[src/rtl/branch_rs_unit.sv]
// Branch reservation station with CDB operand wakeup, oldest-ready-first issue, a branch
// comparator and a registered ROB result port. Optional macro: BRA_DISPATCH_BYPASS_EN.
module branch_rs_unit #(
    parameter int DEPTH  = 4,
    parameter int DATA_W = 32,
    parameter int LOCK_W = 5,
    parameter int ROB_W  = 4
) (
    input  logic              clk,
    input  logic              rst,
    input  logic              bra_enable,
    output logic              bra_stall,
    input  logic [2:0]        bra_op,
    input  logic [DATA_W-1:0] bra_data1,
    input  logic [LOCK_W-1:0] bra_lock1,
    input  logic [DATA_W-1:0] bra_data2,
    input  logic [LOCK_W-1:0] bra_lock2,
    input  logic [ROB_W-1:0]  bra_rob_index,
    input  logic              bra_pred,
    input  logic [LOCK_W-1:0] cdb_in_index,
    input  logic [DATA_W-1:0] cdb_in_result,
    input  logic              flush,
    output logic              rob_out_valid,
    input  logic              rob_out_ready,
    output logic [ROB_W-1:0]  rob_out_index,
    output logic [1:0]        rob_out_result,
    output logic              rob_out_mispredict
);

    localparam int RANK_W = $clog2(DEPTH);
    localparam int IDX_W  = $clog2(DEPTH);
    localparam int CNT_W  = $clog2(DEPTH + 1);

    typedef enum logic [2:0] {
        OP_NOP  = 3'd0,
        OP_BEQ  = 3'd1,
        OP_BNE  = 3'd2,
        OP_BLT  = 3'd3,
        OP_BGE  = 3'd4,
        OP_BLTU = 3'd5,
        OP_BGEU = 3'd6,
        OP_RSVD = 3'd7
    } op_e;

    typedef struct packed {
        op_e               op;
        logic [DATA_W-1:0] data1;
        logic [LOCK_W-1:0] lock1;
        logic [DATA_W-1:0] data2;
        logic [LOCK_W-1:0] lock2;
        logic [ROB_W-1:0]  rob;
        logic              pred;
    } entry_t;

    function automatic logic branch_taken(input op_e op, input logic [DATA_W-1:0] a,
                                          input logic [DATA_W-1:0] b);
        case (op)
            OP_BEQ:  return a == b;
            OP_BNE:  return a != b;
            OP_BLT:  return $signed(a) < $signed(b);
            OP_BGE:  return $signed(a) >= $signed(b);
            OP_BLTU: return a < b;
            OP_BGEU: return a >= b;
            default: return 1'b0;
        endcase
    endfunction

    // Station state: control (valid, rank) is reset, the payload is not.
    logic [DEPTH-1:0]  valid_q, valid_d;
    logic [RANK_W-1:0] rank_q [DEPTH];
    logic [RANK_W-1:0] rank_d [DEPTH];
    entry_t            ent_q  [DEPTH];
    entry_t            ent_d  [DEPTH];

    logic              out_valid_q, out_valid_d;
    logic [ROB_W-1:0]  out_index_q, out_index_d;
    logic [1:0]        out_result_q, out_result_d;
    logic              out_mis_q, out_mis_d;

    logic [CNT_W-1:0]  occ;
    logic              free_hit;
    logic [IDX_W-1:0]  free_idx;
    logic              iss_found;
    logic [IDX_W-1:0]  iss_idx;
    logic [RANK_W-1:0] iss_rank;
    logic              out_free;
    logic              do_issue;
    logic              do_disp;
    logic              iss_taken;
    entry_t            new_ent;

    assign bra_stall = &valid_q;
    assign out_free  = !out_valid_q || rob_out_ready;
    assign do_issue  = out_free && iss_found;
    assign do_disp   = bra_enable && !bra_stall &&
                       (op_e'(bra_op) != OP_NOP) && (op_e'(bra_op) != OP_RSVD);

    // Occupancy and the lowest-numbered free slot.
    always_comb begin
        // NOTE: every variable driven here gets a default first so no latch is inferred.
        occ      = '0;
        free_hit = 1'b0;
        free_idx = '0;
        for (int i = 0; i < DEPTH; i++) begin
            if (valid_q[i]) begin
                occ = occ + CNT_W'(1);
            end else if (!free_hit) begin
                free_hit = 1'b1;
                free_idx = IDX_W'(i);
            end
        end
    end

    // Oldest ready entry; woken operands become visible only after the wakeup edge.
    always_comb begin
        iss_found = 1'b0;
        iss_idx   = '0;
        iss_rank  = '0;
        for (int i = 0; i < DEPTH; i++) begin
            if (valid_q[i] && (ent_q[i].lock1 == '0) && (ent_q[i].lock2 == '0) &&
                (!iss_found || (rank_q[i] < iss_rank))) begin
                iss_found = 1'b1;
                iss_idx   = IDX_W'(i);
                iss_rank  = rank_q[i];
            end
        end
    end

    assign iss_taken = branch_taken(ent_q[iss_idx].op, ent_q[iss_idx].data1, ent_q[iss_idx].data2);

    always_comb begin
        new_ent.op    = op_e'(bra_op);
        new_ent.data1 = bra_data1;
        new_ent.lock1 = bra_lock1;
        new_ent.data2 = bra_data2;
        new_ent.lock2 = bra_lock2;
        new_ent.rob   = bra_rob_index;
        new_ent.pred  = bra_pred;
`ifdef BRA_DISPATCH_BYPASS_EN
        if ((cdb_in_index != '0) && (bra_lock1 == cdb_in_index)) begin
            new_ent.lock1 = '0;
            new_ent.data1 = cdb_in_result;
        end
        if ((cdb_in_index != '0) && (bra_lock2 == cdb_in_index)) begin
            new_ent.lock2 = '0;
            new_ent.data2 = cdb_in_result;
        end
`endif
    end

    always_comb begin
        valid_d      = valid_q;
        rank_d       = rank_q;
        ent_d        = ent_q;
        out_valid_d  = out_valid_q;
        out_index_d  = out_index_q;
        out_result_d = out_result_q;
        out_mis_d    = out_mis_q;

        if (flush) begin
            valid_d     = '0;
            out_valid_d = 1'b0;
            for (int i = 0; i < DEPTH; i++) rank_d[i] = '0;
        end else begin
            if (do_issue) begin
                valid_d[iss_idx] = 1'b0;
                out_valid_d      = 1'b1;
                out_index_d      = ent_q[iss_idx].rob;
                out_result_d     = {ent_q[iss_idx].pred, iss_taken};
                out_mis_d        = ent_q[iss_idx].pred ^ iss_taken;
                for (int i = 0; i < DEPTH; i++) begin
                    if (valid_q[i] && (rank_q[i] > iss_rank)) rank_d[i] = rank_q[i] - RANK_W'(1);
                end
            end else if (out_free) begin
                out_valid_d = 1'b0;
            end

            for (int i = 0; i < DEPTH; i++) begin
                if (valid_q[i] && (cdb_in_index != '0)) begin
                    if (ent_q[i].lock1 == cdb_in_index) begin
                        ent_d[i].lock1 = '0;
                        ent_d[i].data1 = cdb_in_result;
                    end
                    if (ent_q[i].lock2 == cdb_in_index) begin
                        ent_d[i].lock2 = '0;
                        ent_d[i].data2 = cdb_in_result;
                    end
                end
            end

            // Ranks stay dense: an issue this cycle shrinks occupancy before the new entry lands.
            if (do_disp) begin
                valid_d[free_idx] = 1'b1;
                ent_d[free_idx]   = new_ent;
                rank_d[free_idx]  = do_issue ? RANK_W'(occ - CNT_W'(1)) : RANK_W'(occ);
            end
        end
    end

    always_ff @(posedge clk or negedge rst) begin
        // NOTE: non-blocking assignments for all clocked state so every flop samples pre-edge values.
        if (!rst) begin
            valid_q      <= '0;
            for (int i = 0; i < DEPTH; i++) rank_q[i] <= '0;
            out_valid_q  <= 1'b0;
            out_index_q  <= '0;
            out_result_q <= '0;
            out_mis_q    <= 1'b0;
        end else begin
            valid_q      <= valid_d;
            rank_q       <= rank_d;
            out_valid_q  <= out_valid_d;
            out_index_q  <= out_index_d;
            out_result_q <= out_result_d;
            out_mis_q    <= out_mis_d;
        end
    end

    // NOTE: payload storage has no reset; it is only observed through a set valid bit.
    always_ff @(posedge clk) begin
        ent_q <= ent_d;
    end

    assign rob_out_valid      = out_valid_q;
    assign rob_out_index      = out_index_q;
    assign rob_out_result     = out_result_q;
    assign rob_out_mispredict = out_mis_q;

endmodule

[config.mk]
export PLATFORM = sky130hd
export DESIGN_NAME = branch_rs_unit
export DESIGN_NICKNAME = d
export VERILOG_FILES = /design/src/rtl/branch_rs_unit.sv
export SDC_FILE = /design/constraint.sdc
export NUM_CORES = 1
export LEC_CHECK = 0
export CAP_MARGIN = 25
export CORE_ASPECT_RATIO = 0.5
export CORE_MARGIN = 2
export CORE_UTILIZATION = 30
export CTS_CLUSTER_SIZE = 24
export DETAILED_ROUTE_END_ITERATION = 8
export PLACE_DENSITY_LB_ADDON = 0.2
export REMOVE_ABC_BUFFERS = 1
export SETUP_SLACK_MARGIN = 0.4
export SYNTH_ARGS = -nofsm -noshare
export SYNTH_HDL_FRONTEND = slang
export SYNTH_SLANG_ARGS = --single-unit
[constraint.sdc]
create_clock -name clk -period 14.45 [get_ports clk]
set_clock_uncertainty 0.2 [all_clocks]
set_input_delay 4.335 -clock clk [delete_from_list [all_inputs] [get_ports clk]]
set_output_delay 4.335 -clock clk [all_outputs]
set_load 0.005 [all_outputs]
# Word-level counts from Yosys, hierarchy flattened
# Cells that the tools add are included.
# word_totals
reg_bits,348
in_bits,124
out_inout_bits,9
# classes
eq_ne,17
bitwise_logic,7
n_reduce_logical,49
n_addsub,8
magnitude_cmp,18
muxes,71
# op_table
op,n
$mux W74,8
$bwmux W328,1
$mux W325,1
$mux W37,8
$mux W82,3
$bmux W82 S2,1
$demux W82 S2,1
$ge A32 B32 Y1,2
$lt A32 B32 Y1,2
$eq A5 B5 Y1,8
$logic_not A5 Y1,8
$mux W2,19
$eq A32 B32 Y1,1
$mux W8,4
$ne A32 B32 Y1,1
$logic_and A1 B1 Y1,26
$mux W1,16
$mux W4,4
$sub A2 B1 Y2 const B,5
$eq A3 B3 Y1 const B,3
$bwmux W8,1
$gt A2 B2 Y1,4
$eq A3 B2 Y1 const B,2
$ge A3 B3 Y1 const B,2
other kinds (23),39

# Depth between registers and ports, before layout
# Gate-level depths: netlist of the first run.
# logic_depth
ltp_word,27
ltp_mapped,38
mapped_depth_nobuf,32

# Worst setup path before layout of the first run
# Ideal clock, no wire load.
# synth_path
path_kind,input to register
start,input flush
end,"register out_mis_q, in the netlist rob_out_mispredict"
path_slack_ns,2.201
path_buffers,1
arrival_time_ns,11.925
stages,5
cell_sequence,clkbuf_1 > inv_1 > nand3_1 > and2_1 > a211o_1
# synth_between
elab_chain_cells,2
# synth_rtl
element,line,text
start: declaration,22,"input logic flush,"
$not A1 Y1 (no line),-,
$reduce_and A2 Y1 (no line),-,
end signal: assignment,215,out_mis_q <= out_mis_d;
end: declaration,78,"logic out_mis_q, out_mis_d;"
# Every way passes these cells.
# A chain may end at the register's enable or synchronous reset.

# Worst setup path after layout of the first run
# layout_path
start,register ent_q[291] in the netlist's numbering
end,"register out_mis_q, in the netlist rob_out_mispredict"
# layout_between
elab_chain_cells,23
# layout_rtl
element,line,text
start: declaration,72,entry_t ent_q [DEPTH];
start signal: assignment,221,ent_q <= ent_d;
$logic_not A5 Y1 *,120,if (valid_q[i] && (ent_q[i].lock1 == '0) && (ent_q[i].lock2 == '0) &&
$logic_and A1 B1 Y1 * (2 in series),120,
$mux W2 or $mux W1 (tied branches),120,
$lt A2 B2 Y1 or $logic_not A1 Y1 (tied branches),121,(!iss_found || (rank_q[i] < iss_rank))) begin
$logic_or A1 B1 Y1,121,
$logic_and A1 B1 Y1,120,
$mux W2 or $mux W1 (tied branches),120,
$lt A2 B2 Y1 or $logic_not A1 Y1 (tied branches),121,
[... 5 more ...],-,
$logic_and A1 B1 Y1,120,
$mux W2,120,
$not A2 Y3 (not written as such),"129, 170",
$bmux W82 S2,"129, 170",
$mux W82 (not written as such) (2 in series),170,out_mis_d = ent_q[iss_idx].pred ^ iss_taken;
$ge A32 B32 Y1 (tied with other cells),63,OP_BGEU: return a >= b;
$pmux W1 S6,57,case (op)
$xor A1 B1 Y1,170,
# Mark *: on every way between the ends. The rest lies on a longest branch, timed or not. The select of a mux whose other input is x is not followed.

==> reports/metrics.yaml, run 1 <==
outcome: "complete, no violations"
placed_area_sq_um: 23000
vias: 16200
syn_area_sq_um: 20900
timing.critical_path.max_delay_family: "simple AND/OR/NAND/NOR gates"
ctsLongestPathBuffers: 3
synth_cell_types: 67
gp_congestion: 0.804
cp_num_buf_inv: 3
slew_viol_final: 0
min_period_ns: 10.70
die_width_um: 377
first_iter_violations: 1245
worstHoldStart: "rob_out_result[1]"
synth_xor_area_frac: 0.0202
drt_first_pass_iters: 6
nets: 2322
cts_made_buffers: 38
top_layer: "met4"
htree_levels: 2
worstSetupPathType: "reg2reg"
pwr-share-clk: 0.391
grt_pass1_vias: 15900
synth-edff-count: 328
antennaDiodeCount: 0
design_area_sq_um: 24200
wl_met1_um: 31600
cts_num_sinks: 348
layout-drive-gt1-share: 0.0573
std_cell_rows: 68
holdPathEnd: "rob_out_result[1]"
root_buffer: "clkbuf_16"
overflow: 0
cellLeakagePower_nw: 7.73
die_h_um: 190
synth-async-reset-ratio: 0.0575
p_int_mw: 1.88
cpMaxStageDelayCell: "nor4_1"
vias_per_cell: 5.25
synth_top_family_by_area: "simple AND/OR/NAND/NOR gates"
yosysTopAreaCellShare: 0.472
max_freq_mhz: 93.4
grt_max_degree: 122
worstMarginPinSlew_ns: 1.06
ir_drop_mv: 0.0765
totalWireLength_um: 66300
power_frac_seq: 0.493
track_usage: 0.182
route.met2.wl_um: 30400
postRouteAntennaNets: 0
p_comb_frac: 0.117
drc: 0
ys.flop_type: "edfxtp_1"
final_cell_mix: "edfxtp_1, nand2_1, mux2i_1"
synth_top_area_cell: "edfxtp_1"
p_switching_uw: 643
yosysSeqAreaShare: 0.496
hpwl_um: 40000
antenna_found_initial: 0
rrSetupSlack_ns: 3.75
avgRoutedWirePerCell_um: 21.4
start_util: 0.303
whs_path_depth: 1
worstReg2RegEnd: "rob_out_mispredict"
report.final.setup_viol: 0
cap_violations: 0
critPathLaunchType: "flop"
core_sq_um: 68900
max_stage_delay_ns: 0.91
cts-hold-fix-buffers: 0
grt_pass1_wl_um: 101000
period_share: 0.741
cp_data_arrival_time_ns: 10.91
max_slew_margin: 0.289
cp-end-kind: "flop"
rsz0062_at_grt: "false"
dr_wl_met3_um: 3340
required_ns: 14.66
syn_inst: 2127
reg2reg_depth: 33
rr_startpoint: "ent_q[291]"
cts_setup_buffers: 0
synth_warnings: 0
powerDensity_nw_per_um2: 104
synthSimpleGateAreaFrac: 0.152
ys_ff_latch: 348
holdCritPathClass: "reg2reg"
io_buffer_count: 132
synthAdderAreaFrac: 0.0276
io_pins: 133
synth_mux_area_frac: 0.130
synth.area.top_cells: "edfxtp_1, mux2i_1, o21ai_0, nand2_1, nor2_1"
path_max_fanout: 44
die_area_sq_um: 71800
clkTransAtPathRegs_ns: 0.06
synthToLayoutAreaGrowth_pct: 15.9
finalHoldViolations: 0
cts_tree: "yes"
cts_resized: 0
avgSynthCellArea_sq_um: 9.81
synth-compound-area-share: 0.138
swShare: 0.255
final_common_cell: "edfxtp_1"
insertion_delay_ns: 0.54
setup_tns_ns: 0
[cell families after synthesis]
kind of cell,count (synthesis)
AND/OR/NAND/NOR,722
AO/OA/AOI/OAI,504
flip-flops,348
multiplexers,268
buffers and inverters,191
XOR/XNOR,48
adder cells (fa/ha/maj),46
[cell type report]
cell class / instances / area, sq um
Tap cell: 910 / 1140
Multi-Input combinational cell: 1588 / 9860
Sequential cell: 348 / 10300
Clock inverter: 18 / 165
Inverter: 14 / 60.1
Clock buffer: 51 / 1030
Timing Repair Buffer: 162 / 1570
Fill cell: 6997 / 44700
[state kept, by name, indices dropped and copies added (netlist names)]
name / count
ent_q: 328
rank_q: 8
rob_out_index: 4
valid_q: 4
rob_out_result: 2
rob_out_mispredict: 1
rob_out_valid: 1
[layer usage]
metal / global-route usage / up-vias
met5: 0 / -
met4: 0.0337 / 0
met3: 0.0292 / 63
met2: 0.297 / 357
met1: 0.257 / 7979
li1: - / 7843
[power groups by stage]
stage | combinational, mW | clock, mW | sequential [mW]
floorplan | 0.176 | 0 | 1.26
global placement | 0.291 | 0 | 1.26
detailed placement | 0.295 | 0 | 1.26
CTS | 0.295 | 1.00 | 1.24
global route | 0.332 | 1.04 | 1.25
finish | 0.295 | 0.984 | 1.24
[through the flow]
| step | hold slack, ns | instances | util | setup slack, ns | power (mW) |
|---|---|---|---|---|---|
| 5_1_grt | 0.312 | 3091 | 0.351 | 2.96 | 2.62 |
| 4_1_cts | 0.282 | 3090 | 0.350 | 3.88 | 2.54 |
| 3_5_place_dp | 0.267 | 3021 | 0.333 | 3.96 | 1.56 |
| 6_report | 0.278 | 3091 | 0.351 | 3.75 | 2.52 |
| 2_1_floorplan | 0.273 | 1950 | - | 1.27 | 1.43 |
| 3_3_place_gp | 0.267 | 3021 | 0.333 | 4.16 | 1.55 |
[worst max-delay path by stage]
stage	cells after the start	from	slack, ns	end
2_1_floorplan	4	flush	1.27	rob_out_mispredict
3_3_place_gp	34	ent_q[291]	4.16	rob_out_mispredict
3_5_place_dp	33	ent_q[291]	3.96	rob_out_mispredict
4_1_cts	33	ent_q[291]	3.88	rob_out_mispredict
5_1_grt	33	ent_q[291]	2.96	rob_out_mispredict
6_report	33	ent_q[291]	3.75	rob_out_mispredict
[cell usage after synthesis, types with 3 or more instances]
library cell  number
nand4_1           10
nor2_1           236
or3_1              8
o21ai_0          231
mux2_4             3
a22o_1            39
xor2_1            16
a211o_1            6
a31oi_1           34
xnor2_1           32
clkbuf_1         141
edfxtp_1         328
o31ai_1            5
buf_2             29
inv_1             13
ha_1              46
nand3_1           62
mux2_2             3
and2_1             4
a21o_1             4
nand2_1          268
and3_1             3
mux2i_1          261
a21oi_1          152
o21a_1             3
nor3_1            79
a211oi_1           7
dfrtp_1           20
nor2b_1            5
or4_1              4
or2_2              4
buf_1              6
nor4_1            18
o211ai_1           5
Power figures use the tool's default switching activity.
==> run 2: changes to the inputs <==
==> constraint.sdc (replaced) <==
create_clock -name clk -period 8.7 [get_ports clk]
set_clock_uncertainty 0.2 [all_clocks]
set_input_delay 2.61 -clock clk [delete_from_list [all_inputs] [get_ports clk]]
set_output_delay 2.61 -clock clk [all_outputs]
set_load 0.005 [all_outputs]
==> run 2 against run 1 <==
  * Core utilization rose by 0.23 points
  * Combinational power rose by 69%
  * Maximum frequency rose by 36%
  * Register-to-register slack got worse by 2.9 ns
  * Non-clock buffer count rose by 7
  * Hold slack improved by 0.00085 ns
  * Critical path depth fell by 2
  * Largest power group unchanged
==> reports/metrics.yaml, run 2 (synthesis results as in run 1) <==
drc: 0  # unchanged
hpwl_um: 41000  # +2.6%
use_met1: 0.268  # +0.0105
clkTransAtPathRegs_ns: 0.06  # about the same
holdCritPathClass: "reg2reg"
insertion_delay_ns: 0.57  # +0.03 ns
grt_pass1_wl_um: 104000  # +3.2%
p_total_mw: 4.20  # +67%
gr-usage-met3: 0.0294  # +0.000180
top_regs: "ent_q (328), rank_q (8)"
min_period_ns: 7.86  # -2.84 ns
start_util: 0.303  # unchanged
timing.final.ws_setup_ns: 0.837  # -2.91 ns
totalWireLength_um: 69800  # +5.3%
ctsLongestPathBuffers: 3  # unchanged
report.final.setup_viol: 0  # unchanged
core_sq_um: 68900  # unchanged
track_usage: 0.190  # +0.00732
cp-end-kind: "flop"
grt.busiest_layer: "met2"
antennaDiodeCount: 0  # unchanged
finalHoldViolations: 0  # unchanged
largest_register_ffs: 328  # unchanged
worstMarginPinSlew_ns: 1.13  # +0.0751 ns
timing.critical_path.max_delay_family: "simple AND/OR/NAND/NOR gates"
die_area_sq_um: 71800  # unchanged
io_pins: 133  # unchanged
fin_util: 0.353  # +0.00231
avgRoutedWirePerCell_um: 22.5  # +4.9%
nets: 2332  # +0.43%
std_cell_rows: 68  # unchanged
outcome: "complete, no violations"
final_cell_mix: "edfxtp_1, nand2_1, mux2i_1"
powerDensity_nw_per_um2: 172  # +65%
first_iter_violations: 1355  # +8.8%
htree_levels: 2  # unchanged
die_h_um: 190  # unchanged
postRouteAntennaNets: 0  # unchanged
cts_made_buffers: 40  # +5.3%
vias: 16600  # +1.9%
max_slew_margin: 0.245  # -0.0436
period_share: 0.904  # +0.163
cap_violations: 0  # unchanged
path_max_fanout: 18  # -59%
slew_viol_final: 0  # unchanged
critPathLaunchType: "flop"
synthToLayoutAreaGrowth_pct: 16.7
drt_first_pass_iters: 5  # -1
regMostFlops: "ent_q"
cpMaxStageDelayCell: "or4_1"
place_ws_ns: 0.752  # -3.20 ns
final_common_cell: "edfxtp_1"
dp_cells: 3028  # +0.23%
cp_num_buf_inv: 1  # -2
antenna_found_initial: 0  # unchanged
instances_no_fill: 3103  # +0.39%
cellLeakagePower_nw: 7.81  # +0.98%
root_buffer: "clkbuf_16"
max_freq_mhz: 127  # +36%
die_width_um: 377  # unchanged
max_stage_delay_ns: 0.65  # -0.26 ns
ir_drop_mv: 0.117  # +53%
rsz0062_at_grt: "false"
cts_num_sinks: 348  # unchanged
worstSetupPathType: "reg2reg"
vias_per_cell: 5.33  # +1.5%
overflow: 0  # unchanged
rrSetupSlack_ns: 0.84  # -2.91 ns
io_buffer_count: 132  # unchanged
layout-drive-gt1-share: 0.0625  # +0.00516
grt_use_met2: 0.306  # +0.00898
grt_pass1_vias: 15900  # -0.21%
gp_congestion: 0.834  # +3.7%
cts_tree: "yes"
required_ns: 8.93  # -5.73 ns
cp_data_arrival_time_ns: 8.10  # -2.81 ns
grt_max_degree: 164  # +34%
setup_tns_ns: 0  # unchanged
-- run 2: cell types whose count changed in the layout (fill, tap and decap cells not counted), moves of 2 or more --
cell       before  now
a21oi_1       152  150
buf_12          0    5
bufinv_16       3    1
clkbuf_16      39   41
clkinv_1        7   11
inv_6           1    3
-- run 2: worst paths after layout --
check,from,endpoint,depth (start not counted)
min in group asynchronous,rst,rob_out_index[1],1
worst max register to register,ent_q[291],rob_out_mispredict,31
max in group asynchronous,rst,rob_out_mispredict,2
worst max-delay path,ent_q[291],rob_out_mispredict,31
worst min register to register,rob_out_index[0],rob_out_index[0],2
worst min-delay path,rob_out_index[0],rob_out_index[0],2
-- run 2: per-stage QoR --
stage / hold slack [ns] / instance area (sq um)
final: 0.279 / 24300
after floorplan: 0.273 / 20200
after global routing: 0.299 / 24300
after CTS: 0.284 / 24300
after detailed placement: 0.270 / 23100
after global placement: 0.268 / 23100
-- run 2: final cells by class --
| cell class | instances | area, sq um |
|---|---|---|
| tap | 910 | 1140 |
| multi-input combinational | 1589 | 9890 |
| sequential | 348 | 10300 |
| clock inverter | 20 | 125 |
| clock buffer | 53 | 1080 |
| inverter | 14 | 60.1 |
| fill | 6979 | 44600 |
| timing repair buffer | 169 | 1690 |
-- run 2: what timing repair did --
item                                    in CTS  in global routing
gates resized for setup                      0                  7
endpoints found under the hold margin        0                  0
setup buffers                                0                  1
hold buffers                                 0                  0
endpoints found under the setup margin       0                  2
-- run 2: report_power, final --
group / switching [mW] / internal [mW]
Combinational: 0.290 / 0.210
Clock: 0.731 / 0.905
Sequential: 0.0732 / 1.99
Total: 1.09 / 3.10
-- run 2: worst register-to-register path: cells and delay by family (launching register included) --
kind / cells / cell delay (ns)
buffers and inverters: 1 / 0.33
AOI/OAI and AO/OA: 15 / 2.82
adders and majority gates: 4 / 1.09
DFF: 1 / 0.45
and+or+nand+nor: 11 / 2.85
-- run 2: per-layer routing --
metal | vias up | part of all wire | wire length, um
li1 | 7867 | - | -
met1 | 8130 | 0.47 | 32700
met2 | 467 | 0.46 | 31900
met3 | 88 | 0.058 | 4050
met4 | 0 | 0.018 | 1240
met5 | - | 0 | 0
